==> src/rtl/hazard_ctrl.sv <==
// Pipeline hazard sequencer: load-use bubbles, memory-wait freeze with timeout, branch flush.
// Optional performance counters are enabled by defining HAZARD_PERF_CNT_EN.
module hazard_ctrl #(
  parameter int REG_W       = 4,
  parameter int FLUSH_CYC   = 2,
  parameter int MEM_TIMEOUT = 15,
  parameter int CNT_W       = 16
) (
  input  logic             clk,
  input  logic             reset,
  input  logic [REG_W-1:0] id_rs_a,
  input  logic [REG_W-1:0] id_rs_b,
  input  logic             id_use_a,
  input  logic             id_use_b,
  input  logic [REG_W-1:0] ex_rd,
  input  logic             ex_is_load,
  input  logic             mem_req,
  input  logic             mem_ready,
  input  logic             br_taken,
  output logic             pc_stall,
  output logic             ifid_stall,
  output logic             idex_bubble,
  output logic             pipe_freeze,
  output logic             flush,
  output logic             mem_err,
  output logic [CNT_W-1:0] stall_cnt,
  output logic [CNT_W-1:0] flush_cnt
);

  typedef enum logic [1:0] {RUN, MEM_WAIT, FLUSH} state_t;

  localparam bit         FLUSH_MULTI = (FLUSH_CYC > 1);
  localparam logic [7:0] FLUSH_INIT  = 8'(FLUSH_CYC - 1);
  localparam logic [7:0] TIMEOUT_LST = 8'(MEM_TIMEOUT - 1);

  state_t     state, state_n;
  logic [7:0] timer, timer_n;
  logic       set_err;
  logic       load_use;
  logic       mem_stall;

  assign load_use  = ex_is_load && ((id_use_a && (id_rs_a == ex_rd)) ||
                                    (id_use_b && (id_rs_b == ex_rd)));
  assign mem_stall = mem_req && !mem_ready;

  always_ff @(posedge clk) begin
    if (reset) begin
      state   <= RUN;
      timer   <= '0;
      mem_err <= 1'b0;
    end else begin
      state   <= state_n;
      timer   <= timer_n;
      if (set_err) mem_err <= 1'b1;
    end
  end

  always_comb begin
    state_n = state;
    timer_n = timer;
    set_err = 1'b0;
    case (state)
      RUN: begin
        if (br_taken) begin
          if (FLUSH_MULTI) begin
            state_n = FLUSH;
            timer_n = FLUSH_INIT;
          end
        end else if (mem_stall) begin
          state_n = MEM_WAIT;
          timer_n = '0;
        end
      end
      MEM_WAIT: begin
        if (mem_ready) begin
          state_n = RUN;
        end else if (timer == TIMEOUT_LST) begin
          state_n = RUN;
          set_err = 1'b1;
        end else begin
          timer_n = timer + 8'd1;
        end
      end
      FLUSH: begin
        // timer holds the FLUSH cycles still owed (the RUN cycle already flushed once),
        // so leaving as it reaches zero gives FLUSH_CYC flush cycles in total.
        timer_n = timer - 8'd1;
        if (timer_n == '0) state_n = RUN;
      end
      default: begin
        state_n = RUN;
        timer_n = '0;
      end
    endcase
  end

  always_comb begin
    pc_stall    = 1'b0;
    ifid_stall  = 1'b0;
    idex_bubble = 1'b0;
    pipe_freeze = 1'b0;
    flush       = 1'b0;
    if (!reset) begin
      case (state)
        RUN: begin
          if (br_taken) begin
            flush = 1'b1;
          end else if (mem_stall) begin
            pc_stall    = 1'b1;
            ifid_stall  = 1'b1;
            pipe_freeze = 1'b1;
          end else if (load_use) begin
            pc_stall    = 1'b1;
            ifid_stall  = 1'b1;
            idex_bubble = 1'b1;
          end
        end
        MEM_WAIT: begin
          pc_stall    = 1'b1;
          ifid_stall  = 1'b1;
          pipe_freeze = 1'b1;
        end
        FLUSH: flush = 1'b1;
        default: ;
      endcase
    end
  end

`ifdef HAZARD_PERF_CNT_EN
  logic             flush_evt;
  logic [CNT_W-1:0] stall_q, flush_q;

  assign flush_evt = (state == RUN) && br_taken;

  always_ff @(posedge clk) begin
    if (reset) begin
      stall_q <= '0;
      flush_q <= '0;
    end else begin
      if (pc_stall && (stall_q != '1)) stall_q <= stall_q + CNT_W'(1);
      if (flush_evt && (flush_q != '1)) flush_q <= flush_q + CNT_W'(1);
    end
  end

  assign stall_cnt = stall_q;
  assign flush_cnt = flush_q;
`else
  assign stall_cnt = '0;
  assign flush_cnt = '0;
`endif

endmodule
==> config.mk <==
export PLATFORM = sky130hd
export DESIGN_NAME = hazard_ctrl
export DESIGN_NICKNAME = d
export VERILOG_FILES = /design/src/rtl/hazard_ctrl.sv
export SDC_FILE = /design/constraint.sdc
export NUM_CORES = 1
export LEC_CHECK = 0
export CAP_MARGIN = 20
export CORE_UTILIZATION = 24
export CTS_BUF_LIST = sky130_fd_sc_hd__clkbuf_16
export CTS_CLUSTER_SIZE = 20
export DETAILED_ROUTE_END_ITERATION = 8
export PLACE_DENSITY = 0.61
export SLEW_MARGIN = 10
export SYNTH_ARGS = -nofsm -noshare
export SYNTH_HDL_FRONTEND = slang
export SYNTH_SLANG_ARGS = --single-unit
==> constraint.sdc <==
create_clock -name clk -period 2.9 [get_ports clk]
set_input_delay 0.725 -clock clk [delete_from_list [all_inputs] [get_ports clk]]
set_output_delay 0.725 -clock clk [all_outputs]
set_load 0.01 [all_outputs]
**Yosys cells after proc, flatten, opt, wreduce, memory -nomap -nowiden**

Index checks and enable logic that the tools add are counted.

- Register bits: 11
- Bits in latches: 0
- Bits in writable memories: 0
- Memory bits (read-only): 0
- Bits of input ports: 20
- Word-level logic and storage cells: 55
- Memories kept: 0

- $add $sub $neg: 2
- $mul: 0
- Div/mod/pow operators: 0
- Order comparisons: 0
- Eq/ne operators: 10
- Shift-type cells: 0
- Muxes and demuxes: 30
- Bitwise operators: 0
- Reduce and logical (&&, ||, !) cells: 10

Operators by type and width:

| cell | number |
|---|---|
| 8-bit 2-to-1 mux | 4 |
| 8-bit one-hot mux with 3 select lines | 1 |
| 1-bit 2-to-1 mux | 16 |
| 2-bit 2-to-1 mux | 5 |
| 8-bit by 1-bit adder with 8-bit output (second input constant) | 1 |
| 4-bit equality test | 2 |
| 8-bit by 4-bit equality test with 1-bit output (second input constant) | 1 |
| 8-bit zero test | 1 |
| 8-bit by 1-bit subtractor with 8-bit output (second input constant) | 1 |
| 2-bit inequality test (second input constant) | 3 |
| 3-bit inequality test (second input constant) | 2 |
| 1-bit one-hot mux with 2 select lines | 3 |
| 2-bit one-hot mux with 3 select lines | 1 |
| 3-bit AND reduction | 2 |
| 1-bit logical AND | 4 |
| 2-bit by 1-bit equality test with 1-bit output (second input constant) | 1 |
| 2-bit equality test (second input constant) | 1 |
| 2-bit zero test | 1 |
| 1-bit zero test | 1 |
| 1-bit logical OR | 1 |

**Logic depth before layout (Yosys ltp)**

Gate-level depths: netlist of the first run.

- Word-level depth: 9
- Mapped depth: 7
- Depth with buffers taken out: 6

**Least setup slack after synthesis of the first run**

OpenSTA, ideal clock, no wires.

- Path type: input -> output
- Start: in ex_rd[0]
- End: out pc_stall
- Arrival: 1861 ps
- Data required time: 2175 ps
- Setup slack: 314 ps
- Stages on the path: 6
- Path buffers: 1
- Cells stage by stage: inv_1 a222oi_1 nor4b_1 o21ai_0 a21oi_1 buf_4

- Word-level cells in the longest chain between the ends: 9
- Elaborated cells between the ends (all ways): 11

RTL lines:

| element | line | RTL |
|---|---|---|
| start, declared | 15 | `input logic [REG_W-1:0] ex_rd,` |
| 4-bit equality test, on equally long branches | 42, 43 |  |
| 1-bit logical AND, on equally long branches | 42, 43 |  |
| 1-bit logical OR * | 42 | `assign load_use = ex_is_load && ((id_use_a && (id_rs_a == ex_rd)) \|\|` |
| 1-bit logical AND * | 42 |  |
| 1-bit 2-to-1 mux * (3 in a row) | -- |  |
| 1-bit one-hot mux with 2 select lines * | -- |  |
| 1-bit 2-to-1 mux * | -- |  |
| end, declared | 20 | `output logic pc_stall,` |

Mark *: on every way between the ends. The rest lies on a longest branch, timed or not.

**Final worst setup path of the first run**

- Start: in id_rs_b[2]
- End: out idex_bubble

- Word-level cells in the longest chain between the ends: 9

RTL lines:

| element | line | RTL |
|---|---|---|
| start, declared | 12 | `input logic [REG_W-1:0] id_rs_b,` |
| 4-bit equality test | 43 | `(id_use_b && (id_rs_b == ex_rd)));` |
| 1-bit logical AND | 43 |  |
| 1-bit logical OR | 42 |  |
| 1-bit logical AND | 42 |  |
| 1-bit 2-to-1 mux | 112 | `end else if (load_use) begin` |
| 1-bit 2-to-1 mux | 108 | `end else if (mem_stall) begin` |
| 1-bit 2-to-1 mux | 106 | `if (br_taken) begin` |
| 1-bit 2-to-1 mux | 104 | `case (state)` |
| 1-bit 2-to-1 mux | 103 | `if (!reset) begin` |
| end, declared | 22 | `output logic idex_bubble,` |

No other way between the ends.

==> impl_metrics.py, run 1 <==
metrics = {
    "placed_design": {
        "place_inst": 270,
        "dp_hpwl_um": 2370,
        "gp_congestion": 0.819,
        "port_buffers": 25,
        "post-place-ws_ps": -596,
        "placed_area_um2": 1580,
    },
    "synth": {
        "yosysSeqAreaShare": 0.164,
        "synth.distinct_cells": 55,
        "synth-simple-area-share": 0.231,
        "synth_top_area_frac": 0.190,
        "ys_ff_latch": 11,
        "synth_top_cells_by_count": "34 x buf_4, 12 x nor2_1, 11 x a21oi_1, 11 x dfxtp_1, 8 x nand2_1",
        "synth-xor-area-share": 0.0588,
        "yosys.area.top_type": "buf_4",
        "synth.area.mux_share": 0,
        "synthCells": 172,
        "synth-warning-count": 0,
        "synth_area_um2": 1340,
        "synth_top_family_by_area": "compound AO/OA/AOI/OAI gates",
        "yosys-top-cells-area": "buf_4 19%, dfxtp_1 16%, a21oi_1 4.1%",
        "synthFlopType": "dfxtp_1",
        "synthAdderAreaFrac": 0.0373,
        "post-synth-top-count-cell": "buf_4",
        "synthArstFlopShare": 0,
        "synth_edf_count": 0,
        "synth_compound_gate_area_share": 0.260,
        "syn_area_per_cell_um2": 7.80,
    },
    "route": {
        "vias": 1185,
        "drt_first_pass_iters": 4,
        "routed_wl_um": 3080,
        "vias_per_cell": 4.32,
        "drcViolationCount": 0,
        "ant_nets": 0,
        "wl_per_cell_um": 11.2,
        "drt-initial-drc-count": 43,
    },
    "pwr": {
        "p_switching_uw": 217,
        "powerDensity_nw_per_um2": 399,
        "ir_worst_vdd_uv": 176,
        "p_comb_frac": 0.340,
        "clkPwrFrac": 0.381,
        "leakage_nw": 0.700,
        "pwr-share-seq": 0.279,
        "internal-power_uw": 444,
        "swShare": 0.328,
        "p_total_uw": 661,
    },
    "worst_hold_path": {
        "hold_class": "reg2reg",
        "hold_start": "mem_err",
        "worstHoldEndpoint": "mem_err",
        "whs_path_depth": 2,
    },
    "timing": {
        "finalSetupTns_ps": 0,
        "max_slew_margin": 0.605,
        "skew_ps": 0.801,
        "period_needed_ps": 2790,
        "holdWs_ps": 484,
        "period_share": 0.964,
        "setup_ws_ps": 106,
        "finalHoldViolCount": 0,
        "rsz0062_at_grt": "false",
        "drv_slew": 0,
        "worst_slew_pin_slew_ps": 592,
        "max_freq_mhz": 358,
        "setup_violations": 0,
    },
    "critical_path": {
        "r2r-end": "timer[5]",
        "reg2reg_slack_ps": 920,
        "critical_path_arrival_ps": 2070,
        "worstPathMaxFanout": 2,
        "cp-end-kind": "primary output",
        "crit_required_ps": 2170,
        "criticalPathCategory": "in2out",
        "timing.rr.start": "timer[0]",
        "start_kind": "input pin",
        "r2r_cells": 6,
    },
    "floorplan": {
        "coreArea_um2": 5240,
        "start_util": 0.256,
        "io_pins": 58,
        "fp.dieW_um": 76.8,
        "dieArea_um2": 5890,
        "die_h_um": 76.8,
        "rows": 26,
    },
    "clock_network": {
        "cts_made_buffers": 3,
        "cts_tree": "yes",
        "path_clk_slew_ps": 40,
        "cts_root_buf": "clkbuf_16",
        "clkLatencyLatePin_ps": 240,
        "post_cts_buffers": 0,
        "cts.htree.levels": 1,
        "clockBufferDepth": 2,
        "numClockSinks": 11,
    },
    "flow_run": {
        "max_cap_viol_count": 0,
    },
    "layout": {
        "fin_util": 0.316,
        "layout.cells.non_filler": 274,
        "syn_to_final_growth_pct": 23.5,
        "final_cell_area_um2": 1660,
        "final_nets": 229,
        "drive_gt1_frac": 0.162,
        "antennaDiodeCount": 0,
    },
    "global_route": {
        "grt_pass1_vias": 1056,
        "grt_usage": 0.108,
        "grt_pass1_wl_um": 5060,
        "antenna_found_initial": 0,
        "grt_overflow": 0,
        "grt_max_degree": 14,
    },
    "status": {
        "outcome": "finished clean",
    },
}
-- sequential cells by signal, summed over array words and instances (netlist names) --
register and flops:
timer 8, state 2, mem_err 1
-- layout make-up --
cell class / instances / area [µm²]
Clock inverter: 1 / 3.75
Sequential cell: 11 / 220
Timing Repair Buffer: 37 / 323
Clock buffer: 3 / 75.1
Tap cell: 70 / 87.6
Inverter: 6 / 22.5
Multi-Input combinational cell: 146 / 925
Fill cell: 552 / 3580
-- cells by family after synthesis --
logic type | count (synthesis)
buffers and inverters | 46
adders and majority gates | 4
DFF | 11
other | 1
and+or+nand+nor | 56
xor gates and xnor gates | 9
AOI/OAI and AO/OA | 45
-- metal layers --
layer / GRT usage / share of wire
met1: 0.141 / 0.47
met2: 0.174 / 0.49
met3: 0.0179 / 0.026
met4: 0.0462 / 0.017
met5: 0 / 0
-- power by group through the flow --
stage               registers [mW]  clock network, mW  logic (mW)
finish                       0.184              0.252       0.225
floorplan                    0.178                  0       0.193
global placement             0.187                  0       0.225
detailed placement           0.186                  0       0.225
CTS                          0.183              0.257       0.224
global route                 0.187              0.267       0.250
-- how the worst max path moves through the flow --
stage / startpoint / to / slack, ps / depth (start not counted)
2_1_floorplan: ex_rd[0] / pc_stall / 310 / 6
3_3_place_gp: ex_rd[0] / ifid_stall / -640 / 7
3_5_place_dp: ex_rd[0] / pc_stall / -600 / 7
4_1_cts: ex_rd[2] / idex_bubble / 5 / 7
5_1_grt: id_rs_b[2] / idex_bubble / 20 / 7
6_report: id_rs_b[2] / idex_bubble / 110 / 7
-- worst max-delay path, cell delays in order --
cell and delay (ps):
clkdlybuf4s50_1 470, xnor2_1 110, nand2_1 90, nor4_2 220, o21ai_1 120, nor3b_1 170
buf_2 160
-- placed cells by master (no fill, tap or decap), types with 2 or more instances in the layout --
| cell type | count |
|---|---|
| nand3_1 | 6 |
| a211oi_1 | 2 |
| o21a_1 | 2 |
| xor2_1 | 6 |
| a311oi_1 | 2 |
| inv_1 | 6 |
| buf_4 | 12 |
| nor2_1 | 12 |
| o21ai_0 | 5 |
| a22oi_1 | 2 |
| conb_1 | 32 |
| dlymetal6s2s_1 | 2 |
| nor3_1 | 4 |
| ha_1 | 4 |
| nor3b_1 | 2 |
| nor4_1 | 3 |
| nor2b_1 | 4 |
| nor2_2 | 2 |
| dfxtp_1 | 11 |
| buf_2 | 3 |
| clkdlybuf4s50_1 | 14 |
| a31oi_1 | 2 |
| nand2_1 | 8 |
| dlygate4sd2_1 | 6 |
| nand2b_1 | 4 |
| clkbuf_16 | 3 |
| xnor2_1 | 3 |
| a21oi_1 | 10 |
| o21ai_1 | 3 |
-- what timing repair did --
| action | 4_1_cts | 5_1_grt |
|---|---|---|
| hold buffers | 0 | 0 |
| pin swaps | 5 | 3 |
| endpoints found under the setup margin | 5 | 3 |
| resized for setup | 22 | 2 |
Power figures use the tool's default switching activity.
==> run 2: changes to the inputs <==
CELL_PAD_IN_SITES_DETAIL_PLACEMENT = 1   (was default)
CELL_PAD_IN_SITES_GLOBAL_PLACEMENT = 1   (was default)
MAX_ROUTING_LAYER = met4   (was default)
PLACE_DENSITY = 0.77   (was 0.61)
SETUP_SLACK_MARGIN = 0.05   (was default)
==> run 2 against run 1 <==
Compared with the run above: combinational power hardly changed; via count is 3.9% higher; total power grew 2.0%; largest power group unchanged; worst setup slack improved by 21 ps; sequential share of layout area did not move; final cell count is 0.36% lower; clock skew hardly changed; clock-buffer cell count unchanged; global-route usage up 2.7 points; utilization did not move; cell area stayed put.
==> impl_metrics.py, run 2 (synthesized netlist as in run 1, its figures left out) <==
metrics = {
    "status": {
        "outcome": "finished clean",
    },
    "route": {
        "vias_per_cell": 4.51,
        "drcViolationCount": 0,
        "drt-initial-drc-count": 23,
        "vias": 1231,
        "drt_first_pass_iters": 4,
        "routed_wl_um": 3740,
        "ant_nets": 0,
        "wl_per_cell_um": 13.7,
    },
    "timing": {
        "max_freq_mhz": 361,
        "drv_slew": 0,
        "finalHoldViolCount": 0,
        "max_slew_margin": 0.590,
        "skew_ps": 1.18,
        "holdWs_ps": 474,
        "setup_violations": 0,
        "period_share": 0.956,
        "period_needed_ps": 2770,
        "rsz0062_at_grt": "false",
        "worst_slew_pin_slew_ps": 613,
    },
    "floorplan": {
        "start_util": 0.256,
        "fp.dieW_um": 76.8,
        "io_pins": 58,
        "rows": 26,
        "coreArea_um2": 5240,
        "die_h_um": 76.8,
        "dieArea_um2": 5890,
    },
    "global_route": {
        "grt_pass1_wl_um": 6040,
        "use_met2": 0.232,
        "grt_pass1_vias": 1253,
        "gr-usage-met1": 0.146,
        "antenna_found_initial": 0,
        "grt_usage": 0.135,
        "top_usage_layer": "met2",
        "grt_use_met3": 0.0226,
        "grt_max_degree": 14,
        "grt_overflow": 0,
    },
    "clock_network": {
        "cts_root_buf": "clkbuf_16",
        "path_clk_slew_ps": 40,
        "numClockSinks": 11,
        "cts_made_buffers": 3,
        "cts.htree.levels": 1,
        "cts_tree": "yes",
        "clockBufferDepth": 2,
        "clkLatencyLatePin_ps": 240,
        "cts_hold_buf": 0,
    },
    "critical_path": {
        "crit_buf_inv": 2,
        "worstPathMaxFanout": 2,
        "criticalPathCategory": "in2out",
        "crit_required_ps": 2170,
        "path_cells": "clkdlybuf4s50_1, xor2_1, nor4_2, o21ai_2, nor3b_2, buf_2",
        "start_kind": "input pin",
        "critical_path.max_stage_delay_ps": 410,
        "critical_path_arrival_ps": 2050,
        "cp_slowest_cell": "clkdlybuf4s50_1",
        "cp-end-kind": "primary output",
        "cp_top_family": "buffers and inverters",
    },
    "layout": {
        "syn_to_final_growth_pct": 23.5,
        "final_nets": 228,
        "num-fill-cells": 643,
        "top_regs": "timer (8), state (2), mem_err (1)",
        "register_area_um2": 220,
        "drive_gt1_frac": 0.172,
        "layout_commonest_cell": "conb_1",
        "top_register": "timer",
        "multi_input_area_um2": 942,
        "layout_common_cells": "32 x conb_1, 12 x nor2_1, 11 x dfxtp_1, 11 x buf_4",
        "antennaDiodeCount": 0,
        "largest_reg_flops": 8,
    },
    "pwr": {
        "clkPwrFrac": 0.384,
        "ir_worst_vdd_uv": 275,
        "p_switching_uw": 232,
        "p_total_uw": 674,
        "leakage_nw": 0.696,
        "powerDensity_nw_per_um2": 407,
        "pwr-share-seq": 0.281,
        "p_comb_frac": 0.336,
        "swShare": 0.344,
        "internal-power_uw": 443,
    },
    "placed_design": {
        "port_buffers": 25,
        "dp_hpwl_um": 2850,
        "gp_congestion": 0.823,
    },
    "flow_run": {
        "max_cap_viol_count": 0,
    },
    "worst_hold_path": {
        "hold_class": "reg2reg",
    },
}
-- run 2: changes by cell type in the layout (fill, tap and decap cells not counted), sizes merged --
cell and change:
dlygate4sd2 +2, clkdlybuf4s50 -4, clkdlybuf4s15 +2, clkbuf +1, buf -1, dlymetal6s2s -1
-- run 2: final cells by class --
cell class                      count  area share
Timing Repair Buffer               36       0.184
Tap cell                           70      0.0529
Inverter                            6      0.0136
Clock buffer                        3      0.0453
Clock inverter                      1     0.00227
Sequential cell                    11       0.133
Multi-Input combinational cell    146       0.569
-- run 2: per-layer routing --
| layer | up-vias | part of all wire |
|---|---|---|
| met4 | 0 | 0.027 |
| li1 | 616 | - |
| met3 | 7 | 0.033 |
| met1 | 584 | 0.42 |
| met2 | 24 | 0.52 |
| met5 | - | 0 |
-- run 2: timing repair --
item,in CTS,in global routing
setup endpoints to repair,5,4
pin swaps,6,4
buffers inserted,1,0
resized for setup,27,9
-- run 2: worst paths after layout --
path | startpoint | endpoint | slack, ps | depth (start not counted)
setup / recovery | id_rs_b[0] | idex_bubble | 130 | 6
setup reg to reg | timer[0] | timer[5] | 920 | 6
hold / removal | mem_err | mem_err | 470 | 2
hold reg to reg | mem_err | mem_err | 470 | 2
-- run 2: stage by stage --
step	instance area [µm²]	setup TNS, ps	worst slack, ps	util	cells
floorplan	1460	0	314	-	203
global placement	1560	-1750	-523	0.299	268
detailed placement	1560	-2160	-663	0.299	268
CTS	1640	0	62.8	0.313	273
global route	1660	0	54.3	0.316	273
finish	1660	0	126	0.316	273
-- run 2: worst reg2reg max path: stages, from the launching register on --
cell and delay, ps:
dfxtp_1 490, inv_1 130, ha_1 260, a41oi_4 230, or4b_1 490, o211ai_2 170
a221oi_2 70
-- run 2: power by group through the flow --
stage          combinational [mW]  clock, mW  sequential (mW)
3_5_place_dp                0.224          0            0.191
4_1_cts                     0.223      0.266            0.189
5_1_grt                     0.250      0.268            0.192
6_report                    0.226      0.259            0.189
3_3_place_gp                0.218          0            0.191
2_1_floorplan               0.193          0            0.178
==> run 3: changes to the inputs <==
GPL_TIMING_DRIVEN = 0   (was default)
clock period = 3.3 ns   (was 2.9 ns; I/O delays follow)
==> run 3 against run 2 <==
Compared with the run above: total power decreased by 7.9%; clock power decreased by 12%; register-to-register slack improved by 360 ps; largest cell class unchanged; highest routed layer unchanged.
==> impl_metrics.py, run 3 (synthesized netlist as in run 1, its figures left out) <==
metrics = {
    "placed_design": {
        "placed_area_um2": 1800,
        "gp_congestion": 0.792,
        "port_buffers": 25,
        "dp_hpwl_um": 2990,
        "post-place-ws_ps": -573,
    },
    "route": {
        "wl_per_cell_um": 12.7,
        "drt-initial-drc-count": 16,
        "ant_nets": 0,
        "vias": 1334,
        "drt_first_pass_iters": 4,
        "vias_per_cell": 4.42,
        "routed_wl_um": 3830,
        "drcViolationCount": 0,
    },
    "clock_network": {
        "clkLatencyLatePin_ps": 240,
        "cts_hold_buf": 0,
        "cts_made_buffers": 3,
        "numClockSinks": 11,
        "cts_tree": "yes",
        "path_clk_slew_ps": 40,
        "cts_root_buf": "clkbuf_16",
        "cts.htree.levels": 1,
        "post_cts_buffers": 0,
        "clockBufferDepth": 2,
    },
    "critical_path": {
        "critical_path_arrival_ps": 2300,
        "cp-end-kind": "primary output",
        "cp_slowest_cell": "clkdlybuf4s50_1",
        "critical_path.max_stage_delay_ps": 590,
        "path_cells": "clkdlybuf4s50_1, nor2b_1, nor4_2, nor3b_1, buf_2",
        "start_kind": "input pin",
        "criticalPathCategory": "in2out",
        "worstPathMaxFanout": 4,
        "crit_start": "mem_ready",
        "timing.rr.start": "timer[0]",
        "crit_required_ps": 2470,
        "cp_top_family": "buffers and inverters",
        "crit_buf_inv": 2,
    },
    "floorplan": {
        "rows": 26,
        "start_util": 0.256,
        "dieArea_um2": 5890,
        "die_h_um": 76.8,
        "coreArea_um2": 5240,
        "fp.dieW_um": 76.8,
        "io_pins": 58,
    },
    "layout": {
        "antennaDiodeCount": 0,
        "layout_common_cells": "35 x buf_4, 32 x conb_1, 16 x clkdlybuf4s50_1",
        "num-fill-cells": 656,
        "largest_reg_flops": 8,
        "drive_gt1_frac": 0.263,
        "syn_to_final_growth_pct": 41.5,
        "layout_commonest_cell": "buf_4",
        "final_cell_area_um2": 1900,
        "top_register": "timer",
        "final_nets": 257,
        "top_regs": "timer (8), state (2), mem_err (1)",
    },
    "pwr": {
        "ir_worst_vdd_uv": 262,
        "clkPwrFrac": 0.365,
        "pwr-share-seq": 0.257,
        "internal-power_uw": 414,
        "powerDensity_nw_per_um2": 327,
        "p_switching_uw": 207,
        "p_comb_frac": 0.378,
        "swShare": 0.333,
        "leakage_nw": 0.870,
    },
    "global_route": {
        "grt_max_degree": 11,
        "grt_pass1_vias": 1304,
        "grt_overflow": 0,
        "grt_usage": 0.135,
        "grt_pass1_wl_um": 6220,
        "antenna_found_initial": 0,
    },
    "timing": {
        "finalHoldViolCount": 0,
        "finalSetupTns_ps": 0,
        "period_needed_ps": 3130,
        "holdWs_ps": 494,
        "setup_violations": 0,
        "skew_ps": 2.97,
        "worst_slew_pin_slew_ps": 599,
        "max_slew_margin": 0.600,
        "drv_slew": 0,
        "period_share": 0.947,
        "max_freq_mhz": 320,
        "rsz0062_at_grt": "false",
        "setup_ws_ps": 174,
    },
    "flow_run": {
        "max_cap_viol_count": 0,
    },
    "worst_hold_path": {
        "hold_start": "mem_err",
        "hold_class": "reg2reg",
    },
    "status": {
        "outcome": "finished clean",
    },
}
## run 3: worst paths after layout
path         slack, ps  cells past startpoint          end
max                170                      5  idex_bubble
min                490                      2      mem_err
max reg2reg       1280                      6     timer[5]
min reg2reg        490                      2      mem_err
## run 3: final cells by class
type                    instances  area [µm²]  share of cell area
repair buffers                 25         245               0.129
multi-input cells             146         937               0.494
well taps                      70        87.6              0.0461
inverters                       6        22.5              0.0119
plain buffers                  40         307               0.162
clock buffers                   3        75.1              0.0396
flip-flops and latches         11         220               0.116
clock inverters                 1        3.75             0.00198
## run 3: worst min-delay path: stages, from the launching register on
cell,delay [ps]
dfxtp_1,320
nor2_1,50
nor2_1,90
## run 3: metrics by stage
| step | instances | utilization | power [mW] |
|---|---|---|---|
| 6_report | 302 | 0.362 | 0.621 |
| 5_1_grt | 302 | 0.362 | 0.654 |
| 4_1_cts | 302 | 0.360 | 0.620 |
| 3_5_place_dp | 298 | 0.343 | 0.390 |
| 3_3_place_gp | 298 | 0.343 | 0.386 |
| 2_1_floorplan | 203 | - | 0.326 |
## run 3: what timing repair did
item,in CTS,in global routing
pin swaps,2,3
endpoints found under the hold margin,0,0
gates resized for setup,16,10
endpoints found under the setup margin,4,3
## run 3: metal layers
metal  global-route usage  up-vias  wire length, µm  share of wire
met5                    -        -                0              0
met4               0.0404        0               42          0.011
met2                0.249       19             2040           0.53
li1                     -      669                -              -
met1                0.149      641             1660           0.43
met3               0.0179        5               85          0.022
## run 3: power groups by stage
stage | sequential, mW | combinational [mW] | clock (mW)
after detailed placement | 0.162 | 0.228 | 0
after global placement | 0.161 | 0.225 | 0
after floorplan | 0.157 | 0.169 | 0
final | 0.160 | 0.235 | 0.227
after global routing | 0.162 | 0.257 | 0.236
after CTS | 0.159 | 0.231 | 0.230
